File: src/rtl/eth_pkg.sv
// Shared Ethernet constants and the TX framer state type.
// Imported by the framer and by the CRC helper.
package eth_pkg;

    localparam logic [7:0]  ETH_PREAMBLE = 8'h55;
    localparam logic [7:0]  ETH_SFD      = 8'hD5;
    localparam logic [31:0] CRC32_POLY   = 32'hEDB88320;
    localparam logic [31:0] CRC32_INIT   = 32'hFFFFFFFF;

    typedef enum logic [2:0] {
        ST_IDLE,
        ST_PRE,
        ST_SFD,
        ST_DATA,
        ST_PAD,
        ST_FCS,
        ST_IPG
    } tx_state_e;

endpackage

File: src/rtl/crc32_d8.sv
// Combinational reflected CRC-32 step over one byte.
// Shared between the TX framer and the RX checker.
module crc32_d8
    import eth_pkg::*;
(
    input  logic [31:0] crc,
    input  logic [7:0]  d,
    output logic [31:0] crc_next
);

    logic [31:0] c;

    always_comb begin
        c = crc ^ {24'h0, d};
        for (int i = 0; i < 8; i++) begin
            c = c[0] ? ((c >> 1) ^ CRC32_POLY) : (c >> 1);
        end
        crc_next = c;
    end

endmodule

File: src/rtl/gmii_tx_framer.sv
// GMII transmit framer: preamble, SFD, payload, pad, FCS, then IPG.
// One byte per clock; all wire outputs are registered.
module gmii_tx_framer
    import eth_pkg::*;
#(
    parameter int unsigned ipg     = 12,
    parameter int unsigned min_len = 60,
    parameter bit          pad_en  = 1'b1
) (
    input  logic       clk,
    input  logic       rst_n,
    input  logic       in_ready,
    input  logic [7:0] in_d,
    input  logic       in_last,
    output logic       in_re,
    output logic [7:0] gmii_txd,
    output logic       gmii_tx_en,
    output logic       busy
);

    tx_state_e   state_q, state_d;
    logic [7:0]  cnt_q, cnt_d;
    logic [10:0] len_q, len_d;
    logic [31:0] crc_q, crc_d;
    logic [7:0]  txd_q, txd_d;
    logic        tx_en_q, tx_en_d;

    logic [7:0]  crc_byte;
    logic [31:0] crc_upd;
    logic [10:0] len_inc;
    logic        pad_more;

    assign crc_byte = (state_q == ST_DATA) ? in_d : 8'h00;

    crc32_d8 u_crc (
        .crc      (crc_q),
        .d        (crc_byte),
        .crc_next (crc_upd)
    );

    // Saturation is only reachable well above min_len, so padding stays exact.
    assign len_inc  = (len_q == 11'h7FF) ? len_q : len_q + 11'd1;
    assign pad_more = pad_en && (32'(len_inc) < min_len);

    always_comb begin
        state_d = state_q;
        cnt_d   = cnt_q;
        len_d   = len_q;
        crc_d   = crc_q;
        txd_d   = 8'h00;
        tx_en_d = 1'b0;
        unique case (state_q)
            ST_IDLE: begin
                if (in_ready) begin
                    state_d = ST_PRE;
                    cnt_d   = 8'd0;
                end
            end
            ST_PRE: begin
                txd_d   = ETH_PREAMBLE;
                tx_en_d = 1'b1;
                cnt_d   = cnt_q + 8'd1;
                if (cnt_q == 8'd6) state_d = ST_SFD;
            end
            ST_SFD: begin
                txd_d   = ETH_SFD;
                tx_en_d = 1'b1;
                crc_d   = CRC32_INIT;
                len_d   = 11'd0;
                state_d = ST_DATA;
            end
            ST_DATA: begin
                txd_d   = in_d;
                tx_en_d = 1'b1;
                crc_d   = crc_upd;
                len_d   = len_inc;
                if (in_last) begin
                    cnt_d   = 8'd0;
                    state_d = pad_more ? ST_PAD : ST_FCS;
                end
            end
            ST_PAD: begin
                tx_en_d = 1'b1;
                crc_d   = crc_upd;
                len_d   = len_inc;
                if (!pad_more) begin
                    cnt_d   = 8'd0;
                    state_d = ST_FCS;
                end
            end
            ST_FCS: begin
                // Shift the register down so the next FCS byte is always [7:0].
                txd_d   = ~crc_q[7:0];
                tx_en_d = 1'b1;
                crc_d   = {8'h00, crc_q[31:8]};
                cnt_d   = cnt_q + 8'd1;
                if (cnt_q == 8'd3) begin
                    cnt_d   = 8'd0;
                    state_d = ST_IPG;
                end
            end
            ST_IPG: begin
                cnt_d = cnt_q + 8'd1;
                if (cnt_q == 8'(ipg - 1)) state_d = ST_IDLE;
            end
            default: state_d = ST_IDLE;
        endcase
    end

    always_ff @(posedge clk) begin
        if (!rst_n) begin
            state_q <= ST_IDLE;
            cnt_q   <= 8'd0;
            len_q   <= 11'd0;
            crc_q   <= CRC32_INIT;
            txd_q   <= 8'h00;
            tx_en_q <= 1'b0;
        end else begin
            state_q <= state_d;
            cnt_q   <= cnt_d;
            len_q   <= len_d;
            crc_q   <= crc_d;
            txd_q   <= txd_d;
            tx_en_q <= tx_en_d;
        end
    end

    assign in_re      = (state_q == ST_DATA);
    assign busy       = (state_q != ST_IDLE);
    assign gmii_txd   = txd_q;
    assign gmii_tx_en = tx_en_q;

endmodule

File: config.mk
export PLATFORM = sky130hd
export DESIGN_NAME = gmii_tx_framer
export DESIGN_NICKNAME = d
export VERILOG_FILES = /design/src/rtl/eth_pkg.sv /design/src/rtl/crc32_d8.sv /design/src/rtl/gmii_tx_framer.sv
export SDC_FILE = /design/constraint.sdc
export NUM_CORES = 1
export LEC_CHECK = 0
export ABC_AREA = 1
export CORE_MARGIN = 5
export CORE_UTILIZATION = 40
export DETAILED_ROUTE_END_ITERATION = 6
export GPL_ROUTABILITY_DRIVEN = 0
export PLACE_DENSITY = 0.62
export SLEW_MARGIN = 20
export SYNTH_ARGS = -nofsm -noshare
export SYNTH_HDL_FRONTEND = slang
export SYNTH_SLANG_ARGS = --single-unit
File: constraint.sdc
create_clock -name clk -period 5.5 [get_ports clk]
set_input_delay 0.825 -clock clk [delete_from_list [all_inputs] [get_ports clk]]
set_output_delay 0.825 -clock clk [all_outputs]
set_load 0.1 [all_outputs]
=== Word-level counts from Yosys, hierarchy flattened ===
Index checks and enable logic that the tools add are counted.

* Memories kept: 0
* Latch bits: 0
* Register bits after elaboration: 63
* Bits in read-only memories: 0
* RAM bits: 0

* Shifts and indexed selects: 0
* Magnitude comparators: 1
* Div/mod/pow operators: 0
* Reductions and logical operators: 10
* Mux-type cells: 27
* Add/sub/neg operators: 2
* Bitwise gates (word level): 10
* Multiply operators: 0
* Equality and inequality tests: 16

{| class="wikitable"
|+ Operators with widths
! cell !! number
|-
| two-way mux 32 bit || 8
|-
| NOT 13 -> 14 bit || 8
|-
| one-hot mux 32 bit (3 select lines) || 1
|-
| two-way mux 8 bit || 5
|-
| one-hot mux 8 bit (5 select lines) || 1
|-
| one-hot mux 8 bit (4 select lines) || 1
|-
| bitwise XOR 32 x 8 -> 32 bit || 1
|-
| one-hot mux 11 bit (2 select lines) || 1
|-
| one-hot mux 3 bit (7 select lines) || 1
|-
| two-way mux 3 bit || 6
|-
| != test 2 bit, second input constant || 6
|-
| adder 11 x 1 -> 11 bit, second input constant || 1
|-
| equality test 11 bit, second input constant || 1
|-
| less-than comparator 11 x 6 -> 1 bit, second input constant || 1
|-
| two-way mux 11 bit || 1
|-
| equality test 3 bit, second input constant || 3
|-
| adder 8 x 1 -> 8 bit, second input constant || 1
|-
| equality test 8 x 2 -> 1 bit, second input constant || 1
|-
| equality test 8 x 3 -> 1 bit, second input constant || 1
|-
| equality test 8 x 4 -> 1 bit, second input constant || 1
|-
| NOT 8 bit || 1
|-
| equality test 3 x 2 -> 1 bit, second input constant || 2
|-
| AND reduction 6 bit || 1
|-
| nonzero test 3 bit || 2
|-
| other kinds (8) || 10
|}

=== Longest topological paths before layout ===
Gate-level depths: netlist of the first run.

* Depth in word-level cells: 20
* Gate-level depth with buffers: 16
* Depth with buffers taken out: 15

=== Modules after synthesis ===
From an unflattened synthesis of the first run, not the netlist that was laid out.

* Cells, all modules: 680
* Area total of the unflattened synthesis: 4456.8 um2

{| class="wikitable"
|+ By module, submodules not included
! module !! area an instance (um2) !! sequential area each (um2) !! cells each !! times used
|-
| gmii_tx_framer || 3231.8 || 1261.2 || 471 || 1
|-
| crc32_d8 || 1224.9 || 0.0 || 209 || 1
|}

=== Worst setup path after synthesis of the first run ===
Ideal clock, no wire load.

* Path type: flip-flop to flip-flop
* Start point: register state_q[2]
* End point: register state_q[2]
* Slack: 3.304 ns
* Arrival: 2.080 ns
* Stages on the path, launching flop included: 9
* Setup time: 0.115 ns
* Buffers on the path: 0
* Cell sequence: dfxtp_1 inv_1 nand2_1 o22ai_1 o21bai_1 nor3b_1 nand2_1 o21ai_0 inv_1

* Longest elaborated chain between the ends: 3

{| class="wikitable"
|+ RTL lines
! item !! line !! text
|-
| from (decl) || gmii_tx_framer.sv:21 || <nowiki>tx_state_e state_q, state_d;</nowiki>
|-
| from (signal assigned) || gmii_tx_framer.sv:119 || <nowiki>state_q <= state_d;</nowiki>
|-
| equality test 3 bit, or another cell as far along || gmii_tx_framer.sv:52 || <nowiki>unique case (state_q)</nowiki>
|-
| != test 2 bit (no source line) || -- ||
|-
| AND reduction 6 bit (no source line) || -- ||
|}

Several ways; a longest one is shown, not always the timed one.
A chain may end at the register's enable or synchronous reset.

=== Worst setup path after layout of the first run ===
* Start point: register state_q[1]
* End point: output in_re

* Longest elaborated chain between the ends: 1

{| class="wikitable"
|+ RTL lines
! item !! line !! text
|-
| equality test 3 x 2 -> 1 bit || gmii_tx_framer.sv:128 || <nowiki>assign in_re = (state_q == ST_DATA);</nowiki>
|-
| to (decl) || gmii_tx_framer.sv:15 || <nowiki>output logic in_re,</nowiki>
|}

Every way passes these cells.

==> impl_metrics.env, run 1 <==
export IMPL_status="finished, final reports clean"
export IMPL_finalInstanceArea_sq_um=4920
export IMPL_ys_top_cells_by_count="nand2_1, nand3_1, dfxtp_1, inv_1, a21oi_1"
export IMPL_dr_wl_met3_microns=893
export IMPL_worstHoldPathType="reg -> reg"
export IMPL_cts_inserted_buffers=9
export IMPL_relSlewSlack=0.336
export IMPL_start_util=0.408
export IMPL_peakVddDrop_v=0.000321
export IMPL_cp_end_kind="primary output"
export IMPL_hold_viol_final=0
export IMPL_ys_seq_area_frac=0.285
export IMPL_synth_top_cell_area_share=0.285
export IMPL_fin_skew_ns=0.00920
export IMPL_synth_edf_count=0
export IMPL_dp_hpwl_mm=9.21
export IMPL_cp_startpoint="state_q[1]"
export IMPL_first_global_vias=4241
export IMPL_wl_met1_mm=5.90
export IMPL_htreeDepth=3
export IMPL_clockRootBuffer="clkbuf_8"
export IMPL_clock_sinks=63
export IMPL_die_h_microns=115
export IMPL_n_antenna_cell=0
export IMPL_cts_clk_slew_worst_paths_ns=0.07
export IMPL_die_x_microns=115
export IMPL_synth_seq_cells=63
export IMPL_pwr_density_cell_nw_per_um2=526
export IMPL_maxUsedRoutingLayer="met4"
export IMPL_dr_pass1_iters=5
export IMPL_fin_crit_sh=0.640
export IMPL_fin_util=0.454
export IMPL_syn_inst=707
export IMPL_setup_tns_ns=0
export IMPL_syn_num_nets=722
export IMPL_cts_tree="yes"
export IMPL_crit_buf_inv=1
export IMPL_synthToLayoutAreaGrowth_pct=11.2
export IMPL_fin_nets=736
export IMPL_dr_wl_met2_mm=6.00
export IMPL_critPathKind="reg -> out"
export IMPL_vias_per_cell=5.45
export IMPL_max_stage_delay_ns=1.26
export IMPL_placeableCoreArea_sq_um=10800
export IMPL_clockBufferDepth=2
export IMPL_place_area_sq_um=4720
export IMPL_synthesis_area_sq_um=4420
export IMPL_avgRoutedWirePerCell_microns=15.1
export IMPL_tightest_slew_ns=0.993
export IMPL_cap_viol_max_count=0
export IMPL_pin_count=23
export IMPL_dr_first_iter_drc_count=428
export IMPL_grt_max_degree=31
export IMPL_ys_flop_type="dfxtp_1"
export IMPL_crit_family="buffers and inverters"
export IMPL_worstPathArrival_ns=2.69
export IMPL_reg2reg_slack_ns=2.46
export IMPL_synth_most_common_cell="nand2_1"
export IMPL_port_buffers=22
export IMPL_grt_overflow=0
export IMPL_die_area_sq_um=13300
export IMPL_fmaxAchievable_ghz=0.284
export IMPL_cts_resized=0
export IMPL_grt_usage=0.202
export IMPL_rsz0062_at_grt="no"
export IMPL_yosys_top_cells_area="dfxtp_1, nand2_1, nand3_1, a21oi_1, inv_1"
export IMPL_critical_path_peak_fanout=25
export IMPL_finalSetupViolCount=0
export IMPL_drtAntennaViolNets=0
export IMPL_vias=4711
export IMPL_fin_crit_ns=3.52
export IMPL_hold_start="crc_q[18]"
export IMPL_syn_area_per_cell_sq_um=6.25
export IMPL_postCtsHoldBufs=0
export IMPL_wirelength_mm=13.0
export IMPL_startpoint_type="register"
export IMPL_slowest_stage="clkdlybuf4s50_1"
export IMPL_drive_gt1_frac=0.108
export IMPL_antenna_found_initial=0
export IMPL_crit_chain="nand2_2, nor2_4, clkdlybuf4s50_1"
export IMPL_fp_row_count=38
export IMPL_grt_pass1_wl_mm=21.1
export IMPL_crit_required_ns=4.68
export IMPL_cts_setup_buffers=0
export IMPL_drc=0
export IMPL_synth_async_reset_ratio=0
export IMPL_synth_top_area_cell="dfxtp_1"
export IMPL_netlist_cell_type_count=37
export IMPL_power_leakage_nw=2.24
export IMPL_reg2reg_from="state_q[1]"
export IMPL_ys_warnings_count=0
export IMPL_clock_latency_ns=0.36
export IMPL_final_max_slew_violation_count=0
layout by cell type, fill, tap and decap left out, drive strengths merged, types with 5 or more instances in the layout:
cell	instances
nor3	7
o21bai	7
xor2	21
nor2	52
dfxtp	63
inv	68
o311ai	5
clkbuf	11
nand2	256
nand3	73
o21ai	48
clkdlybuf4s50	22
a21oi	57
registers in the layout, summed over array words and instances, names as in the netlist:
register and cells:
crc_q 32, gmii_tx_en 1, len_q 11, gmii_txd 8, state_q 3, cnt_q 8
routing by layer:
metal | up-vias | track usage
met5 | - | 0
met4 | 0 | 0.0861
met3 | 24 | 0.0289
met2 | 143 | 0.330
met1 | 2211 | 0.267
li1 | 2333 | -
layout make-up:
| type | count | area [sq um] |
|---|---|---|
| clock buffer | 11 | 151 |
| clock inverter | 4 | 45.0 |
| fill | 1139 | 5920 |
| inverter | 69 | 259 |
| multi-input combinational | 553 | 2780 |
| sequential | 63 | 1260 |
| tap | 140 | 175 |
| timing repair buffer | 25 | 243 |
where the power goes:
group / switching, mW / internal (mW) / total (mW)
sequential: 0.0818 / 0.552 / 0.634
clock: 0.187 / 0.229 / 0.416
combinational: 1.09 / 0.446 / 1.54
total: 1.36 / 1.23 / 2.59
tightest hold or removal path, cell delays in order, from the launching register on:
cell and delay, ns:
dfxtp_1 0.34, a21oi_1 0.07, nand2_1 0.05
kinds of logic after synthesis:
group | count (synthesis) | synth area share
AO/OA/AOI/OAI | 132 | 0.170
XOR/XNOR | 22 | 0.0453
adder cells (fa/ha/maj) | 3 | 0.00849
buffers and inverters | 91 | 0.0858
flip-flops | 63 | 0.285
AND/OR/NAND/NOR | 396 | 0.406
metrics by stage:
stage          std cells  hold slack, ns  total power, mW  setup WS, ns
5_1_grt              865           0.506             2.80          1.87
2_1_floorplan        707           0.451             1.81          3.30
3_3_place_gp         850           0.464             2.14          2.44
4_1_cts              865           0.491             2.58          1.99
3_5_place_dp         850           0.474             2.15          2.38
6_report             865           0.485             2.59          1.98
path summary, 6_finish.rpt:
| check | end | cells past startpoint |
|---|---|---|
| min reg2reg | crc_q[18] | 2 |
| min | crc_q[18] | 2 |
| max reg2reg | crc_q[21] | 10 |
| max | in_re | 3 |
No activity file was read; power rests on OpenSTA's default activity.
==> inputs of run 2 (changes only) <==
Settings changed: PLACE_DENSITY 0.62 to 0.64.
Clock period 5.5 ns to 3.05 ns, I/O delays scaled along.
==> run 2 against run 1 <==
Against the previous run:
- sequential power rose by 80%
- utilization about the same
- highest routed layer unchanged
- cell count grew 0.58%
- clock skew shrank 0.0033 ns
- worst hold slack got worse by 0.0015 ns
- non-clock buffer count is 4 higher
- global-route usage fell by 0.10 points
- clock-buffer cell count up 1
- register-to-register slack worse by 1.9 ns
- worst setup slack got worse by 1.4 ns
- die area is the same
==> impl_metrics.env, run 2 (synthesis gave the netlist of run 1 again) <==
export IMPL_drive_gt1_frac=0.126
export IMPL_grt_max_degree=32
export IMPL_cts_tree="yes"
export IMPL_cts_clk_slew_worst_paths_ns=0.07
export IMPL_cts_inserted_buffers=9
export IMPL_relSlewSlack=0.475
export IMPL_peakVddDrop_v=0.000440
export IMPL_drc=0
export IMPL_clockBufferDepth=2
export IMPL_power_leakage_nw=2.27
export IMPL_combPwrFrac=0.598
export IMPL_dr_pass1_iters=5
export IMPL_cts_resized=0
export IMPL_cap_viol_max_count=0
export IMPL_grt_overflow=0
export IMPL_finalSetupViolCount=0
export IMPL_die_area_sq_um=13300
export IMPL_first_global_vias=4371
export IMPL_placeableCoreArea_sq_um=10800
export IMPL_hold_ws_ns=0.484
export IMPL_worstPathArrival_ns=2.74
export IMPL_switching_share=0.530
export IMPL_hold_viol_final=0
export IMPL_pwr_density_cell_nw_per_um2=952
export IMPL_worstHoldPathType="reg -> reg"
export IMPL_crit_required_ns=3.27
export IMPL_rsz0062_at_grt="no"
export IMPL_power_frac_clock=0.158
export IMPL_die_h_microns=115
export IMPL_status="finished, final reports clean"
export IMPL_die_x_microns=115
export IMPL_cts_setup_buffers=0
export IMPL_fmaxAchievable_ghz=0.397
export IMPL_dp_hpwl_mm=9.20
export IMPL_n_antenna_cell=0
export IMPL_clockRootBuffer="clkbuf_8"
export IMPL_cp_end_kind="register"
export IMPL_setup_tns_ns=0
export IMPL_regMostFlops="crc_q"
export IMPL_fin_util=0.453
export IMPL_final_cell_mix="nand2_1, nand3_1, dfxtp_1, inv_1, a21oi_1"
export IMPL_vias=4672
export IMPL_fin_nets=740
export IMPL_fin_crit_ns=2.52
export IMPL_postCtsHoldBufs=0
export IMPL_largest_reg_flops=32
export IMPL_tightest_slew_ns=0.786
export IMPL_top_regs="crc_q x32, len_q x11"
export IMPL_final_max_slew_violation_count=0
export IMPL_grt_usage=0.201
export IMPL_n_fill_cell=1126
export IMPL_p_seq_frac=0.244
export IMPL_drtAntennaViolNets=0
export IMPL_port_buffers=22
export IMPL_p_int_mw=2.20
export IMPL_final_common_cell="nand2_1"
export IMPL_pin_count=23
export IMPL_critical_path_peak_fanout=21
export IMPL_avgRoutedWirePerCell_microns=14.8
export IMPL_startpoint_type="register"
export IMPL_htreeDepth=3
export IMPL_p_switching_mw=2.48
export IMPL_dr_first_iter_drc_count=369
export IMPL_fin_crit_sh=0.825
export IMPL_fp_row_count=38
export IMPL_clock_sinks=63
export IMPL_start_util=0.408
export IMPL_vias_per_cell=5.37
export IMPL_clock_latency_ns=0.35
export IMPL_antenna_found_initial=0
export IMPL_grt_pass1_wl_mm=21.5
export IMPL_critPathKind="reg -> reg"
export IMPL_fin_skew_ns=0.00591
export IMPL_synthToLayoutAreaGrowth_pct=11.2
export IMPL_wirelength_mm=12.9
[run 2: worst max-delay path: stages (launching register included)]
cell	delay, ns
dfxtp_1	0.47
nor2_1	0.11
nand2_1	0.14
nand2_2	0.29
inv_1	0.69
nor2_1	0.26
o21ai_0	0.30
o211ai_1	0.13
[run 2: per-layer routing]
metal	up-vias	routed length, microns	GRT usage
met4	0	329	0.0665
met5	-	0	0
met3	26	977	0.0458
li1	2348	-	-
met2	162	6120	0.342
met1	2136	5480	0.252
[run 2: path summary, 6_finish.rpt]
kind / start / end / slack [ns] / cells after the start
max: state_q[0] / crc_q[27] / 0.53 / 7
min: len_q[5] / len_q[5] / 0.48 / 2
max reg2reg: state_q[0] / crc_q[27] / 0.53 / 7
min reg2reg: len_q[5] / len_q[5] / 0.48 / 2
[run 2: final cells by class]
type | count | area [sq um] | area share
clock inverters | 4 | 45.0 | 0.00917
inverters | 69 | 259 | 0.0527
well taps | 140 | 175 | 0.0357
clock buffers | 12 | 145 | 0.0295
multi-input cells | 553 | 2780 | 0.566
flip-flops and latches | 63 | 1260 | 0.257
repair buffers | 29 | 245 | 0.0499
[run 2: power groups by stage]
stage / sequential (mW) / clock, mW / combinational (mW)
2_1_floorplan: 1.28 / 0 / 1.99
3_3_place_gp: 1.15 / 0 / 2.73
3_5_place_dp: 1.16 / 0 / 2.75
4_1_cts: 1.14 / 0.758 / 2.77
5_1_grt: 1.16 / 0.787 / 3.10
6_report: 1.14 / 0.740 / 2.80
[run 2: per-stage QoR]
step / cell area [sq um] / cells / power, mW / worst slack (ns)
finish: 4910 / 870 / 4.68 / 0.534
global route: 4910 / 870 / 5.05 / 0.359
CTS: 4910 / 870 / 4.67 / 0.584
detailed placement: 4720 / 854 / 3.91 / 0.530
global placement: 4720 / 854 / 3.88 / 0.591
floorplan: 4420 / 707 / 3.27 / 0.854
==> inputs of run 3 (changes only) <==
Settings changed: PLACE_DENSITY 0.64 to 0.62.
Clock period 3.05 ns to 2.6 ns, I/O delays scaled along.
==> run 3 against run 2 <==
Against the previous run:
- global-route usage is 0.38 points higher
- critical path depth grew 7
- register-to-register slack worse by 0.26 ns
- clock power increased by 33%
- sequential power rose by 18%
- die area is the same
- clock skew increased by 0.0075 ns
- worst hold slack better by 0.0075 ns
- wire length increased by 2.4%
- total power grew 21%
- critical path type unchanged
- largest power group unchanged
==> impl_metrics.env, run 3 (synthesis gave the netlist of run 1 again) <==
export IMPL_placeableCoreArea_sq_um=10800
export IMPL_combPwrFrac=0.590
export IMPL_reg2reg_from="state_q[0]"
export IMPL_crit_family="simple AND/OR/NAND/NOR gates"
export IMPL_relSlewSlack=0.572
export IMPL_critical_path_peak_fanout=10
export IMPL_hold_viol_final=0
export IMPL_vias_per_cell=5.42
export IMPL_pin_count=23
export IMPL_peakVddDrop_v=0.000509
export IMPL_reg2reg_to="crc_q[17]"
export IMPL_clock_latency_ns=0.37
export IMPL_antenna_found_initial=0
export IMPL_holdPathStages=2
export IMPL_startpoint_type="register"
export IMPL_dp_hpwl_mm=9.75
export IMPL_worstPathArrival_ns=2.60
export IMPL_cap_viol_max_count=0
export IMPL_slowest_stage="dfxtp_1"
export IMPL_crit_cells=14
export IMPL_grt_max_degree=28
export IMPL_worstHoldPathType="reg -> reg"
export IMPL_fin_nets=754
export IMPL_power_leakage_nw=2.35
export IMPL_postCtsHoldBufs=0
export IMPL_grt_usage=0.205
export IMPL_top_regs="crc_q x32, len_q x11"
export IMPL_p_switching_mw=2.93
export IMPL_fmaxAchievable_ghz=0.429
export IMPL_status="finished, final reports clean"
export IMPL_crit_chain="nand2_2, nor2_4, buf_4, nand2_2, nand2_1, nand2_1, nand2_1, nand2_2, nand2_1, nand2_1, nor2_1, nor2_1, o21ai_1, nand2_1"
export IMPL_cts_inserted_buffers=9
export IMPL_finalSetupViolCount=0
export IMPL_hold_ws_ns=0.491
export IMPL_final_common_cell="nand2_1"
export IMPL_grt_overflow=0
export IMPL_cts_clk_slew_worst_paths_ns=0.08
export IMPL_start_util=0.408
export IMPL_p_seq_frac=0.236
export IMPL_die_h_microns=115
export IMPL_htreeDepth=3
export IMPL_final_cell_mix="nand2_1, nand3_1, dfxtp_1, inv_1, a21oi_1"
export IMPL_final_max_slew_violation_count=0
export IMPL_grt_pass1_wl_mm=21.4
export IMPL_synthToLayoutAreaGrowth_pct=14.6
export IMPL_fp_row_count=38
export IMPL_power_frac_clock=0.174
export IMPL_crit_required_ns=2.86
export IMPL_setup_tns_ns=0
export IMPL_cts_tree="yes"
export IMPL_fin_skew_ns=0.0134
export IMPL_critPathKind="reg -> reg"
export IMPL_largest_reg_flops=32
export IMPL_reg2reg_slack_ns=0.27
export IMPL_clock_sinks=63
export IMPL_cp_end_kind="register"
export IMPL_r2r_cells=14
export IMPL_crit_buf_inv=1
export IMPL_dr_pass1_iters=5
export IMPL_drive_gt1_frac=0.145
export IMPL_first_global_vias=4342
export IMPL_vias=4787
export IMPL_port_buffers=22
export IMPL_min_to="len_q[4]"
export IMPL_n_antenna_cell=0
export IMPL_regMostFlops="crc_q"
export IMPL_p_int_mw=2.74
export IMPL_rsz0062_at_grt="no"
export IMPL_switching_share=0.517
export IMPL_wirelength_mm=13.2
export IMPL_dr_first_iter_drc_count=417
export IMPL_avgRoutedWirePerCell_microns=14.9
export IMPL_clockRootBuffer="clkbuf_8"
export IMPL_tightest_slew_ns=0.638
export IMPL_clockBufferDepth=2
export IMPL_die_area_sq_um=13300
export IMPL_hold_start="len_q[4]"
export IMPL_die_x_microns=115
export IMPL_pwr_density_cell_nw_per_um2=1120
export IMPL_max_stage_delay_ns=0.47
export IMPL_crit_top_cell="nand2_1"
export IMPL_drtAntennaViolNets=0
export IMPL_fin_crit_sh=0.896
export IMPL_fin_crit_ns=2.33
export IMPL_drc=0
-- run 3: cell count changes in the layout (fill, tap and decap cells not counted), sizes merged --
cell / delta
clkinv: -1
buf: +14
clkinvlp: +1
bufinv: +1
clkbuf: -1
-- run 3: cell type report --
class,count,area (sq um)
repair buffers,43,363
clock inverters,5,81.3
flip-flops and latches,63,1260
inverters,69,259
fillers,1139,5770
clock buffers,11,141
multi-input cells,553,2790
well taps,140,175
-- run 3: worst max path at each step --
| stage | from | slack, ns | to |
|---|---|---|---|
| after floorplan | state_q[2] | 0.40 | state_q[2] |
| after global placement | in_d[0] | 0.21 | crc_q[23] |
| after detailed placement | in_d[0] | 0.15 | crc_q[20] |
| after CTS | state_q[0] | 0.23 | crc_q[6] |
| after global routing | state_q[0] | 0.02 | crc_q[4] |
| final | state_q[0] | 0.27 | crc_q[17] |
-- run 3: per-layer routing --
layer  track usage  part of all wire  routed length (microns)  vias to the layer above
met4        0.0939             0.025                      328                        0
li1              -                 -                        -                     2378
met3        0.0289             0.077                     1020                       26
met1         0.274              0.45                     5960                     2195
met2         0.328              0.45                     5910                      188
met5             0                 0                        0                        -
-- run 3: what timing repair did --
item	4_1_cts	5_1_grt
setup buffers	0	4
resized for setup	0	2
endpoints found under the setup margin	0	4
-- run 3: power by group through the flow --
stage	registers [mW]	logic, mW	clock network, mW
after floorplan	1.50	2.33	0
after global placement	1.35	3.24	0
after detailed placement	1.36	3.28	0
after CTS	1.34	3.30	1.01
after global routing	1.37	3.73	1.04
final	1.34	3.35	0.987
-- run 3: metrics by stage --
| stage | utilization | total power [mW] | setup WS (ns) | std cells | area, sq um |
|---|---|---|---|---|---|
| after floorplan | - | 3.83 | 0.404 | 707 | 4420 |
| after global routing | 0.467 | 6.14 | 0.0169 | 884 | 5070 |
| after global placement | 0.444 | 4.59 | 0.213 | 864 | 4810 |
| after CTS | 0.464 | 5.64 | 0.234 | 880 | 5030 |
| after detailed placement | 0.444 | 4.64 | 0.149 | 864 | 4810 |
| final | 0.467 | 5.68 | 0.269 | 884 | 5070 |
-- run 3: worst register-to-register path, cell delays in order, from the launching register on --
cell	delay [ns]
dfxtp_1	0.47
nand2_2	0.10
nor2_4	0.27
buf_4	0.25
nand2_2	0.09
nand2_1	0.07
nand2_1	0.18
nand2_1	0.13
nand2_2	0.13
nand2_1	0.09
nand2_1	0.11
nor2_1	0.11
nor2_1	0.05
o21ai_1	0.12
nand2_1	0.06
==> RTL edit 1: new RTL, settings of run 2 <==
Register the output `gmii_txd` once more, cleared by the reset; this adds one clock of latency there. The other outputs are not delayed to match.
--- a/src/rtl/gmii_tx_framer.sv
+++ b/src/rtl/gmii_tx_framer.sv
@@ -129,3 +129,9 @@
     assign busy       = (state_q != ST_IDLE);
-    assign gmii_txd   = txd_q;
+    always_ff @(posedge clk) begin
+        if (!rst_n) begin
+            gmii_txd <= '0;
+        end else begin
+            gmii_txd <= txd_q;
+        end
+    end
     assign gmii_tx_en = tx_en_q;
Function: changed (a bounded check fails within 4 cycles, from zero or initial values and one cycle with rst_n low).
==> RTL edit 1 against run 2 <==
Synthesized area is 5.6% higher. Critical path type unchanged. Highest routed layer unchanged. Total power increased by 10%. Synthesized cell count shrank 0.57%. Final cell count fell by 0.46%. Design area up 7.2%. Die area increased by 5.1%. Worst setup slack improved by 0.15 ns. Clock power is 49% higher. Wire length is 2.9% lower. Sequential cell count is 8 higher. Clock skew increased by 0.0027 ns. Critical path depth up 7. Utilization is 0.78 points higher. Non-clock buffer count stayed put.
==> RTL edit 1: results <==
{
  "place_hpwl_um": 8699,
  "cpPeakStageDelay_ns": 0.53,
  "grt_max_degree": 45,
  "crit-reg2reg-launch": "state_q[1]",
  "clk_pin_slew_ns": 0.06,
  "route.detailed.drc": 0,
  "syn_nets": 718,
  "period_share_pct": 77.64,
  "synthArstFlopShare_pct": 0,
  "dp.cells": 850,
  "p_leak_nw": 2.431,
  "yosysWarnings": 0,
  "hold_path.class": "reg2reg",
  "nNonClkInverters": 76,
  "root_buffer": "clkbuf_16",
  "cp.arrival_ns": 2.61,
  "seq_area_um2": 1421,
  "coreArea_um2": 11420,
  "status": "complete, no violations",
  "post_route_cells_drive_above_1_share_pct": 14.25,
  "ys.flop_type": "dfxtp_1",
  "synth_edf_count": 0,
  "grt_pass1_vias": 4312,
  "synth_cells": 703,
  "vias": 4512,
  "track_usage_pct": 18.61,
  "relSlewSlack_pct": 45.22,
  "nClkBuffers": 13,
  "place_area_um2": 4955,
  "drtIter0Drc": 268,
  "regToRegEndpoint": "crc_q[18]",
  "reg2reg_slack_ns": 0.68,
  "buf_share_pct": 4.658,
  "via_per_inst": 5.210,
  "multi_input_gates": 531,
  "dp_slack_ns": 0.6383,
  "synth_common_cells": "206 x nand2_1, 71 x dfxtp_1, 70 x inv_1, 54 x a21oi_1, 50 x nand3_1",
  "multi_input_area_share_pct": 53.64,
  "drt-pass1-iter-count": 4,
  "final_cell_area_um2": 5265,
  "synth_cell_types": 40,
  "grt_first_pass_wirelength_um": 21250,
  "rr_worst_depth": 14,
  "fin_nets": 733,
  "fill_cells": 1187,
  "ys_top_cells_by_area": "dfxtp_1 30%, nand2_1 17%, a21oi_1 5.8%, inv_1 5.6%, nand3_1 5.4%",
  "fin_skew_ns": 0.008649,
  "crit_slowest_cell": "dfxtp_1",
  "clock_area_share_pct": 5.894,
  "clock_sinks": 71,
  "h-tree-depth": 3,
  "routed_wl_um": 12530,
  "ys_seq_area_share_pct": 30.45,
  "peakVddDrop_mv": 0.6099
}
## RTL edit 1: cell types whose count changed after synthesis, moves of 3 or more
cell      delta
nand3b_1     -3
nor2_2       +3
inv_1        +9
nand2_2      -3
nor3_1       -5
nor2_1      -13
nand3_1     -17
xor2_1       +7
xnor2_1      +4
nand2_4      +9
nand2_1     -10
dfxtp_1      +8
nand4_1      +4
a21oi_1      -3
## RTL edit 1: kinds of logic (layout without fill, tap and decap cells)
kind of cell | after synthesis | after routing | synth area share [%]
buffers and inverters | 101 | 121 | 9.059
flip-flops | 71 | 71 | 30.45
AND/OR/NAND/NOR | 364 | 364 | 37.04
AO/OA/AOI/OAI | 128 | 128 | 15.25
adder cells (fa/ha/maj) | 3 | 3 | 0.8042
XOR/XNOR | 36 | 36 | 7.397
## RTL edit 1: per-layer routing
layer	wire length, um	share of wire (%)	up-vias	global-route usage (%)
met3	609	4.9	18	3.892
met1	5813	46	2077	24.32
met5	0	0	-	0
li1	-	-	2296	-
met2	5864	47	121	29.84
met4	242	1.9	0	7.527
## RTL edit 1: report_power, final
group / internal (mW) / switching [mW] / total, mW
sequential: 1.11 / 0.147 / 1.26
combinational: 0.839 / 1.96 / 2.80
clock: 0.698 / 0.407 / 1.10
## RTL edit 1: tightest hold or removal path: stages (launching register included)
cell and delay (ns):
dfxtp_1 0.30, nand2_1 0.05, inv_1 0.04
## RTL edit 1: worst min-delay path by stage
stage,start,endpoint,slack [ns],cells past startpoint
final,txd_q[2],gmii_txd[2],0.41,2
after global routing,txd_q[6],gmii_txd[6],0.43,2
after CTS,txd_q[2],gmii_txd[2],0.41,2
after detailed placement,txd_q[2],gmii_txd[2],0.40,2
after global placement,txd_q[2],gmii_txd[2],0.40,2
after floorplan,txd_q[0],gmii_txd[0],0.39,2
==> RTL edit 2: new RTL, flow settings as in run 2 <==
Made on the original files. Set the parameter `pad_en` to 1'b0 (it was 1'b1).
--- a/src/rtl/gmii_tx_framer.sv
+++ b/src/rtl/gmii_tx_framer.sv
@@ -7,3 +7,3 @@
     parameter int unsigned min_len = 60,
-    parameter bit          pad_en  = 1'b1
+    parameter bit          pad_en  = 1'b0
 ) (
Behaviour: no difference found for any inputs over 10 cycles, from zero or initial values and one cycle with rst_n low; that may be too few to reach the edited logic, so the function may still have changed.
==> RTL edit 2 against run 2 <==
Sequential cell count is 11 lower. Worst setup slack got worse by 0.11 ns. Design area fell by 20%. Wire length shrank 23%. Utilization is essentially flat. Hold slack worse by 0.021 ns. Synthesized cell count fell by 24%. Synthesized area decreased by 19%.
Power is left out: the tool's default activity adds up to more than one toggle a clock period on the data nets, which glitch-free logic cannot reach.
==> RTL edit 2: results <==
{
  "wl_met1_um": 4339,
  "relSlewSlack_pct": 70.77,
  "dr_wl_met2_um": 4816,
  "clk_pin_slew_ns": 0.12,
  "reg2reg_slack_ns": 0.43,
  "fill_cells": 891,
  "grt_pass1_vias": 3303,
  "synth-compound-area-share_pct": 15.75,
  "status": "complete, no violations",
  "synth_common_cells": "167 x nand2_1, 52 x dfxtp_1, 49 x inv_1, 43 x a21oi_1, 33 x nand3_1",
  "via_per_inst": 5.265,
  "numCtsBuffers": 5,
  "wl_met3_um": 605,
  "grt_first_pass_wirelength_um": 16330,
  "place_area_um2": 3864,
  "post_route_cells_drive_above_1_share_pct": 14.93,
  "cp_max_fo": 14,
  "fin_nets": 569,
  "fin_skew_ns": 0.02058,
  "drt-pass1-iter-count": 4,
  "synthDominantCellAreaShare_pct": 29.06,
  "synthAdderAreaFrac_pct": 0.6986,
  "track_usage_pct": 18.11,
  "cp.arrival_ns": 2.83,
  "holdPathEnd": "cnt_q[7]"
}
-- RTL edit 2: changes by cell type in the layout (fill, tap and decap cells not counted), moves of 5 or more --
| cell | delta |
|---|---|
| inv_1 | -12 |
| clkbuf_8 | -5 |
| nand2_1 | -49 |
| nand2_2 | -6 |
| o21ai_1 | -5 |
| dfxtp_1 | -11 |
| nand3_1 | -34 |
| a21oi_1 | -14 |
| nor2_1 | -22 |
| o21ai_0 | -13 |
-- RTL edit 2: worst max-delay path, stage by stage (launching register included) --
cell and delay [ns]:
dfxtp_1 0.56, nand2_4 0.08, nor2_4 0.30, inv_2 0.08, nand2_2 0.29, nor2_4 0.13, inv_1 0.35, buf_4 0.28
o311ai_0 0.16, a21oi_1 0.17, o21ai_0 0.11
-- RTL edit 2: worst max path at each step --
stage	start	end	slack (ns)	cells past startpoint
after floorplan	state_q[1]	cnt_q[7]	0.84	11
after global placement	state_q[0]	crc_q[6]	0.49	10
after detailed placement	state_q[0]	crc_q[11]	0.46	10
after CTS	state_q[0]	crc_q[11]	0.46	10
after global routing	state_q[0]	crc_q[6]	0.22	10
final	state_q[0]	crc_q[11]	0.43	10
-- RTL edit 2: routing by layer --
layer	global-route usage, %	vias up
met5	0	-
met1	23.55	1614
met3	3.946	16
li1	-	1762
met4	4.566	0
met2	30.54	104
-- RTL edit 2: area by class of cell --
class | instances | area [um^2] | area share (%)
multi-input cells | 411 | 2236 | 56.55
flip-flops and latches | 52 | 1041 | 26.33
repair buffers | 28 | 237.7 | 6.013
inverters | 57 | 214.0 | 5.411
well taps | 108 | 135.1 | 3.418
clock buffers | 5 | 68.82 | 1.741
clock inverters | 3 | 21.27 | 0.5380
-- RTL edit 2: stage by stage --
stage	cells	setup WS [ns]	hold slack [ns]
after floorplan	535	0.8360	0.4224
after global placement	656	0.4864	0.4424
after detailed placement	656	0.4649	0.4478
after CTS	664	0.4646	0.4627
after global routing	664	0.2243	0.4841
final	664	0.4263	0.4622
-- RTL edit 2: logic make-up after synthesis --
group | after synthesis
AND/OR/NAND/NOR | 280
AO/OA/AOI/OAI | 98
buffers and inverters | 72
flip-flops | 52
XOR/XNOR | 31
adder cells (fa/ha/maj) | 2
